[src/rtl/bias_argmax_head.sv]
// Final classifier stage: adds per-channel bias to each accumulator result and emits the argmax channel.
// Latency: result valid the cycle after the last channel transfer; in_ready drops while a result waits on out_ready.
// Optional BIAS_ARGMAX_SCORE_EN exposes the winning biased sum on max_score.
module bias_argmax_head #(
    parameter int PE_OUT_WIDTH        = 24,
    parameter int DATA_WIDTH          = 8,
    parameter int OUTPUT_CHANNEL      = 10,
    parameter int BIAS_MEM_DATA_WIDTH = DATA_WIDTH * OUTPUT_CHANNEL,
    parameter int IDX_WIDTH           = $clog2(OUTPUT_CHANNEL)
) (
    input  logic                           clk,
    input  logic                           reset_n,
    input  logic                           start,
    input  logic [BIAS_MEM_DATA_WIDTH-1:0] bias_vec,
    input  logic                           in_valid,
    output logic                           in_ready,
    input  logic [PE_OUT_WIDTH-1:0]        in_data,
    output logic                           out_valid,
    input  logic                           out_ready,
    output logic [IDX_WIDTH-1:0]           number,
    output logic                           busy
`ifdef BIAS_ARGMAX_SCORE_EN
    ,
    output logic signed [PE_OUT_WIDTH:0]   max_score
`endif
);

    typedef enum logic [1:0] {IDLE, ACCUM, RESULT} state_t;

    localparam logic [IDX_WIDTH-1:0] LAST_CH = IDX_WIDTH'(OUTPUT_CHANNEL - 1);

    state_t                           state_q;
    logic [BIAS_MEM_DATA_WIDTH-1:0]   bias_q;
    logic [IDX_WIDTH-1:0]             ch_q;
    logic [IDX_WIDTH-1:0]             best_q;
    logic [IDX_WIDTH-1:0]             number_q;
    logic signed [PE_OUT_WIDTH:0]     max_q;
    logic                             max_valid_q;

    logic [DATA_WIDTH-1:0]            bias_sel;
    logic signed [PE_OUT_WIDTH:0]     in_ext;
    logic signed [PE_OUT_WIDTH:0]     bias_ext;
    logic signed [PE_OUT_WIDTH:0]     sum_d;
    logic                             take_d;
    logic                             do_start;

    // One extra bit of headroom makes the biased sum overflow-free.
    assign bias_sel = bias_q[ch_q*DATA_WIDTH +: DATA_WIDTH];
    assign in_ext   = {in_data[PE_OUT_WIDTH-1], in_data};
    assign bias_ext = {{(PE_OUT_WIDTH+1-DATA_WIDTH){bias_sel[DATA_WIDTH-1]}}, bias_sel};
    assign sum_d    = in_ext + bias_ext;
    assign take_d   = !max_valid_q || (sum_d > max_q);

    // A start in RESULT only counts when the pending result is being consumed.
    assign do_start = start && ((state_q != RESULT) || out_ready);

`ifdef BIAS_ARGMAX_SCORE_EN
    logic signed [PE_OUT_WIDTH:0] score_q;
    assign max_score = score_q;
`endif

    always_ff @(posedge clk) begin
        if (!reset_n) begin
            state_q     <= IDLE;
            bias_q      <= '0;
            ch_q        <= '0;
            best_q      <= '0;
            number_q    <= '0;
            max_q       <= '0;
            max_valid_q <= 1'b0;
`ifdef BIAS_ARGMAX_SCORE_EN
            score_q     <= '0;
`endif
        end else if (do_start) begin
            state_q     <= ACCUM;
            bias_q      <= bias_vec;
            ch_q        <= '0;
            max_valid_q <= 1'b0;
        end else begin
            case (state_q)
                ACCUM: begin
                    if (in_valid) begin
                        if (take_d) begin
                            max_q  <= sum_d;
                            best_q <= ch_q;
                        end
                        max_valid_q <= 1'b1;
                        if (ch_q == LAST_CH) begin
                            state_q  <= RESULT;
                            number_q <= take_d ? ch_q : best_q;
`ifdef BIAS_ARGMAX_SCORE_EN
                            score_q  <= take_d ? sum_d : max_q;
`endif
                        end else begin
                            ch_q <= ch_q + 1'b1;
                        end
                    end
                end
                RESULT: begin
                    if (out_ready) begin
                        state_q <= IDLE;
                    end
                end
                default: begin
                end
            endcase
        end
    end

    assign in_ready  = (state_q == ACCUM);
    assign out_valid = (state_q == RESULT);
    assign busy      = (state_q != IDLE);
    assign number    = number_q;

endmodule

[config.mk]
export PLATFORM = sky130hd
export DESIGN_NAME = bias_argmax_head
export DESIGN_NICKNAME = d
export VERILOG_FILES = /design/src/rtl/bias_argmax_head.sv
export SDC_FILE = /design/constraint.sdc
export NUM_CORES = 1
export LEC_CHECK = 0
export BUFFER_PORTS_ARGS = -buffer_cell sky130_fd_sc_hd__buf_2
export CORE_MARGIN = 2
export CORE_UTILIZATION = 45
export DETAILED_ROUTE_END_ITERATION = 8
export HOLD_SLACK_MARGIN = 0.05
export PLACE_DENSITY = 0.7
export SLEW_MARGIN = 25
export SYNTH_ARGS = -nofsm -noshare
export SYNTH_HDL_FRONTEND = slang
export SYNTH_SLANG_ARGS = --single-unit
[constraint.sdc]
create_clock -name clk -period 7.8 [get_ports clk]
set_input_delay 1.56 -clock clk [delete_from_list [all_inputs] [get_ports clk]]
set_output_delay 1.56 -clock clk [all_outputs]
set_load 0.01 [all_outputs]
==> key figures <==
Run status
  – Outcome: completed

Floorplan
  – Initial core utilization: 45.8%
  – Die width: between 100 and 150 um
  – Core Footprint: between 15,000 and 20,000 sq um
  – Ports: between 100 and 150
  – Die area: ~16,000 sq um
  – Row count: between 40 and 50
  – Die Y-Extent: 128 um

Global route
  – Initial antenna violation count: 0
  – Largest net degree at the start of global routing: slightly above 80
  – Vias in the first global route: between 5,000 and 6,000
  – All-Layer GR Usage: 21.1%
  – First-pass GRT wire length: 27.7 mm
  – Overflow after GRT: 0

Critical path
  – Worst EP arrival: about 6800 ps
  – CP Launch Type: flip-flop
  – CP max FO: 31
  – FF-to-FF path depth: 21
  – Critical Path End Type: flip-flop
  – Worst path cell trace: mux4_2, a221oi_1, a21oi_1, ha_1, fa_1, a21o_1, a21oi_1, o21ai_1, a21o_1, a21oi_1, o21ai_0, xor2_1, ha_1, nand3_2, nor4_4, nand4_1, a21boi_1, or3_1, or2_4, a2111oi_0, or3_1
  – Worst Path Required: between 8000 and 9000 ps
  – Crit path top cell by count: a21oi_1
  – Largest stage delay on the critical path: 990 ps
  – Critical path class: reg2reg
  – CP max-delay cell: dfxtp_1

Drt
  – Wire per inst: between 15 and 20 um
  – Via density: ~5.4
  – DRC: 0
  – DRT Pass-1 Iters: 7
  – Initial DRC Count: roughly 390
  – Vias: roughly 6,000
  – Final WL: between 15 and 20 mm
  – Post-route antenna net violation count: 0

Power and ir drop
  – Leak pwr: 3.54 nW
  – Clock Power Share: 44.8%
  – Sequential Power Share: approximately 37%
  – Switching Power: 0.492 mW
  – Logic pwr share: a little under a fifth
  – Power per cell area: between 200 and 250 nW/um^2
  – Peak VDD IR: 0.160 mV
  – Power Total: between 1.5 and 2 mW
  – Switching Fraction: roughly 27%
  – Int Power: roughly 1.3 mW

Timing
  – Final Max Tran Viols: 0
  – Slew Limit Headroom: approximately a third
  – Period utilization: between 80% and 90%
  – PnR worst setup slack: between 1000 and 1500 ps
  – Slew @ Worst Pin: between 1000 and 1500 ps
  – Final setup fails: 0
  – RSZ-0062 raised after global routing: false
  – Final Hold Fails: 0
  – Final min period: approximately 6500 ps
  – Final Skew: around 17 ps
  – Fmax: between 150 and 200 MHz
  – Fin Setup TNS: 0 ps

Clock tree
  – Resized Gates After CTS: 0
  – CTS sink cnt: 120
  – Setup Buffers After CTS: 0
  – CTS tree: built
  – Root buffer cell: clkbuf_16
  – CTS clock-pin slew for the worst setup and hold paths: ~60 ps
  – Worst skew pair latency: about 400 ps
  – CTS Buffer Depth: 2
  – CTS H-tree depth: 4
  – CTS Buf Count: 17
  – Post-CTS Hold Fix Bufs: 0

Hold path
  – Hold crit path type: reg2reg
  – Hold depth: 2

Yosys
  – Syn nets: about 1,000
  – Yosys cell types: 67
  – Yosys top cell by area: dfxtp_1
  – Synth top area cells: dfxtp_1 35%, nand2_1 12%, ha_1 9.7%
  – Synth Flop Type: dfxtp_1
  – Share of the synthesized area in the top cell type: 34.7%
  – Cell Area, Synth: slightly below 7000 sq um
  – Synth Area per Inst: around 8 sq um
  – Syn. warnings: 0
  – FFs w/ async S/R, synth: 0%
  – Number of flops mapped to enable cells by yosys: 0
  – Seq cells post-synth: between 100 and 150
  – Seq/Total Area, Yosys: around 35%
  – Post-Syn Instances: 843

Place
  – Routability cong.: around 0.85
  – Placed Area: approximately 7600 sq um
  – DP Worst Slack: between 1000 and 1500 ps
  – I/O Buffers: ~120
  – Post-DP HPWL: around 12 mm

Final layout
  – Design Area, Final: 8180 sq um
  – Area Growth Syn to Fin: 18.0%
  – Layout cell share with drive strength beyond 1: around 22%
  – Number of inserted diodes: 0
  – NumNets Final: approximately 1,100

Job
  – Total of max-cap violations: 0
## critical path: cells and delay by family (launching register included)
family	cells	cell delay [ps]
compound gates	10	2170
xor+xnor	1	200
fa+ha+maj	3	1000
flops	1	990
mux	1	410
simple gates	6	1610
## power by group through the flow
stage,sequential (mW),clock [mW],combinational [mW]
2_1_floorplan,0.668,0,0.251
3_3_place_gp,0.677,0,0.330
3_5_place_dp,0.678,0,0.332
4_1_cts,0.665,0.823,0.337
5_1_grt,0.668,0.852,0.381
6_report,0.665,0.815,0.337
## cells in the mapped netlist (2+ instances only)
| library cell | count |
|---|---|
| a21oi_1 | 122 |
| mux2_2 | 8 |
| o211ai_1 | 4 |
| o211ai_2 | 2 |
| a21o_1 | 21 |
| mux2i_1 | 6 |
| o21bai_1 | 4 |
| clkinv_1 | 2 |
| nand2_1 | 215 |
| a221oi_1 | 8 |
| and3_1 | 3 |
| o21ai_1 | 2 |
| nand4_2 | 2 |
| buf_12 | 2 |
| nand4_1 | 6 |
| nor3_1 | 7 |
| a2111oi_0 | 3 |
| inv_1 | 38 |
| nor2_1 | 31 |
| o211a_1 | 2 |
| xnor2_1 | 13 |
| o21ai_0 | 16 |
| xor2_1 | 10 |
| a21oi_2 | 12 |
| ha_1 | 54 |
| nand3_1 | 16 |
| clkbuf_1 | 36 |
| or3_1 | 3 |
| o2bb2ai_1 | 2 |
| buf_2 | 2 |
| mux4_2 | 16 |
| and2_1 | 3 |
| dfxtp_1 | 120 |
| nand2_2 | 10 |
| o21a_1 | 4 |
| a211oi_1 | 4 |
| nor2b_1 | 3 |
| nand2b_1 | 2 |
## stage by stage
stage	instances	utilization (%)	hold slack, ps
after floorplan	843	-	433
after global placement	1107	50.0	439
after detailed placement	1107	50.0	443
after CTS	1139	54.0	450
after global routing	1139	54.0	468
final	1139	54.0	448
## per-layer routing
layer | part of all wire (%) | GRT usage (%) | vias to the layer above
li1 | - | - | 3116
met1 | 45 | 27.9 | 2782
met2 | 47 | 33.4 | 167
met3 | 4.6 | 4.34 | 36
met4 | 3.2 | 9.18 | 0
met5 | 0 | 0 | -
## state kept, by name (all words and copies together) (netlist names)
| signal | count |
|---|---|
| max_valid_q | 1 |
| number | 4 |
| max_q | 25 |
| ch_q | 4 |
| state_q | 2 |
| bias_q | 80 |
| best_q | 4 |
## kinds of logic after synthesis
group           Yosys count  share of synthesized area [%]
simple gates            309                           19.3
compound gates          221                           20.3
flops                   120                           34.7
buf+inv                  85                           5.45
fa+ha+maj                55                           10.0
mux                      30                           7.36
xor+xnor                 23                           2.91
## worst paths after layout
path	startpoint	endpoint	slack (ps)
max	ch_q[1]	max_q[23]	1290
min	bias_q[64]	bias_q[64]	450
max reg2reg	ch_q[1]	max_q[23]	1290
min reg2reg	bias_q[64]	bias_q[64]	450
## cells in the final DEF (no fill, tap or decap), types with 6 or more instances in the layout
cell and n:
a21o_1 21, a21oi_1 122, a21oi_2 12, a221oi_1 8, buf_2 115, buf_4 6, clkbuf_16 17, dfxtp_1 119
ha_1 54, inv_1 38, mux2_2 8, mux2i_1 6, mux4_2 16, nand2_1 214, nand2_2 11, nand3_1 16
nand4_1 6, nor2_1 31, nor3_1 7, o21ai_0 16, xnor2_1 13, xor2_1 10
## area by class of cell
cell class	instances	area, sq um
clock buffers	21	440
clock inverters	11	173
fillers	1398	6970
inverters	40	151
multi-input cells	638	4160
flip-flops and latches	120	2400
well taps	188	235
repair buffers	121	621
Power figures use the tool's default switching activity.
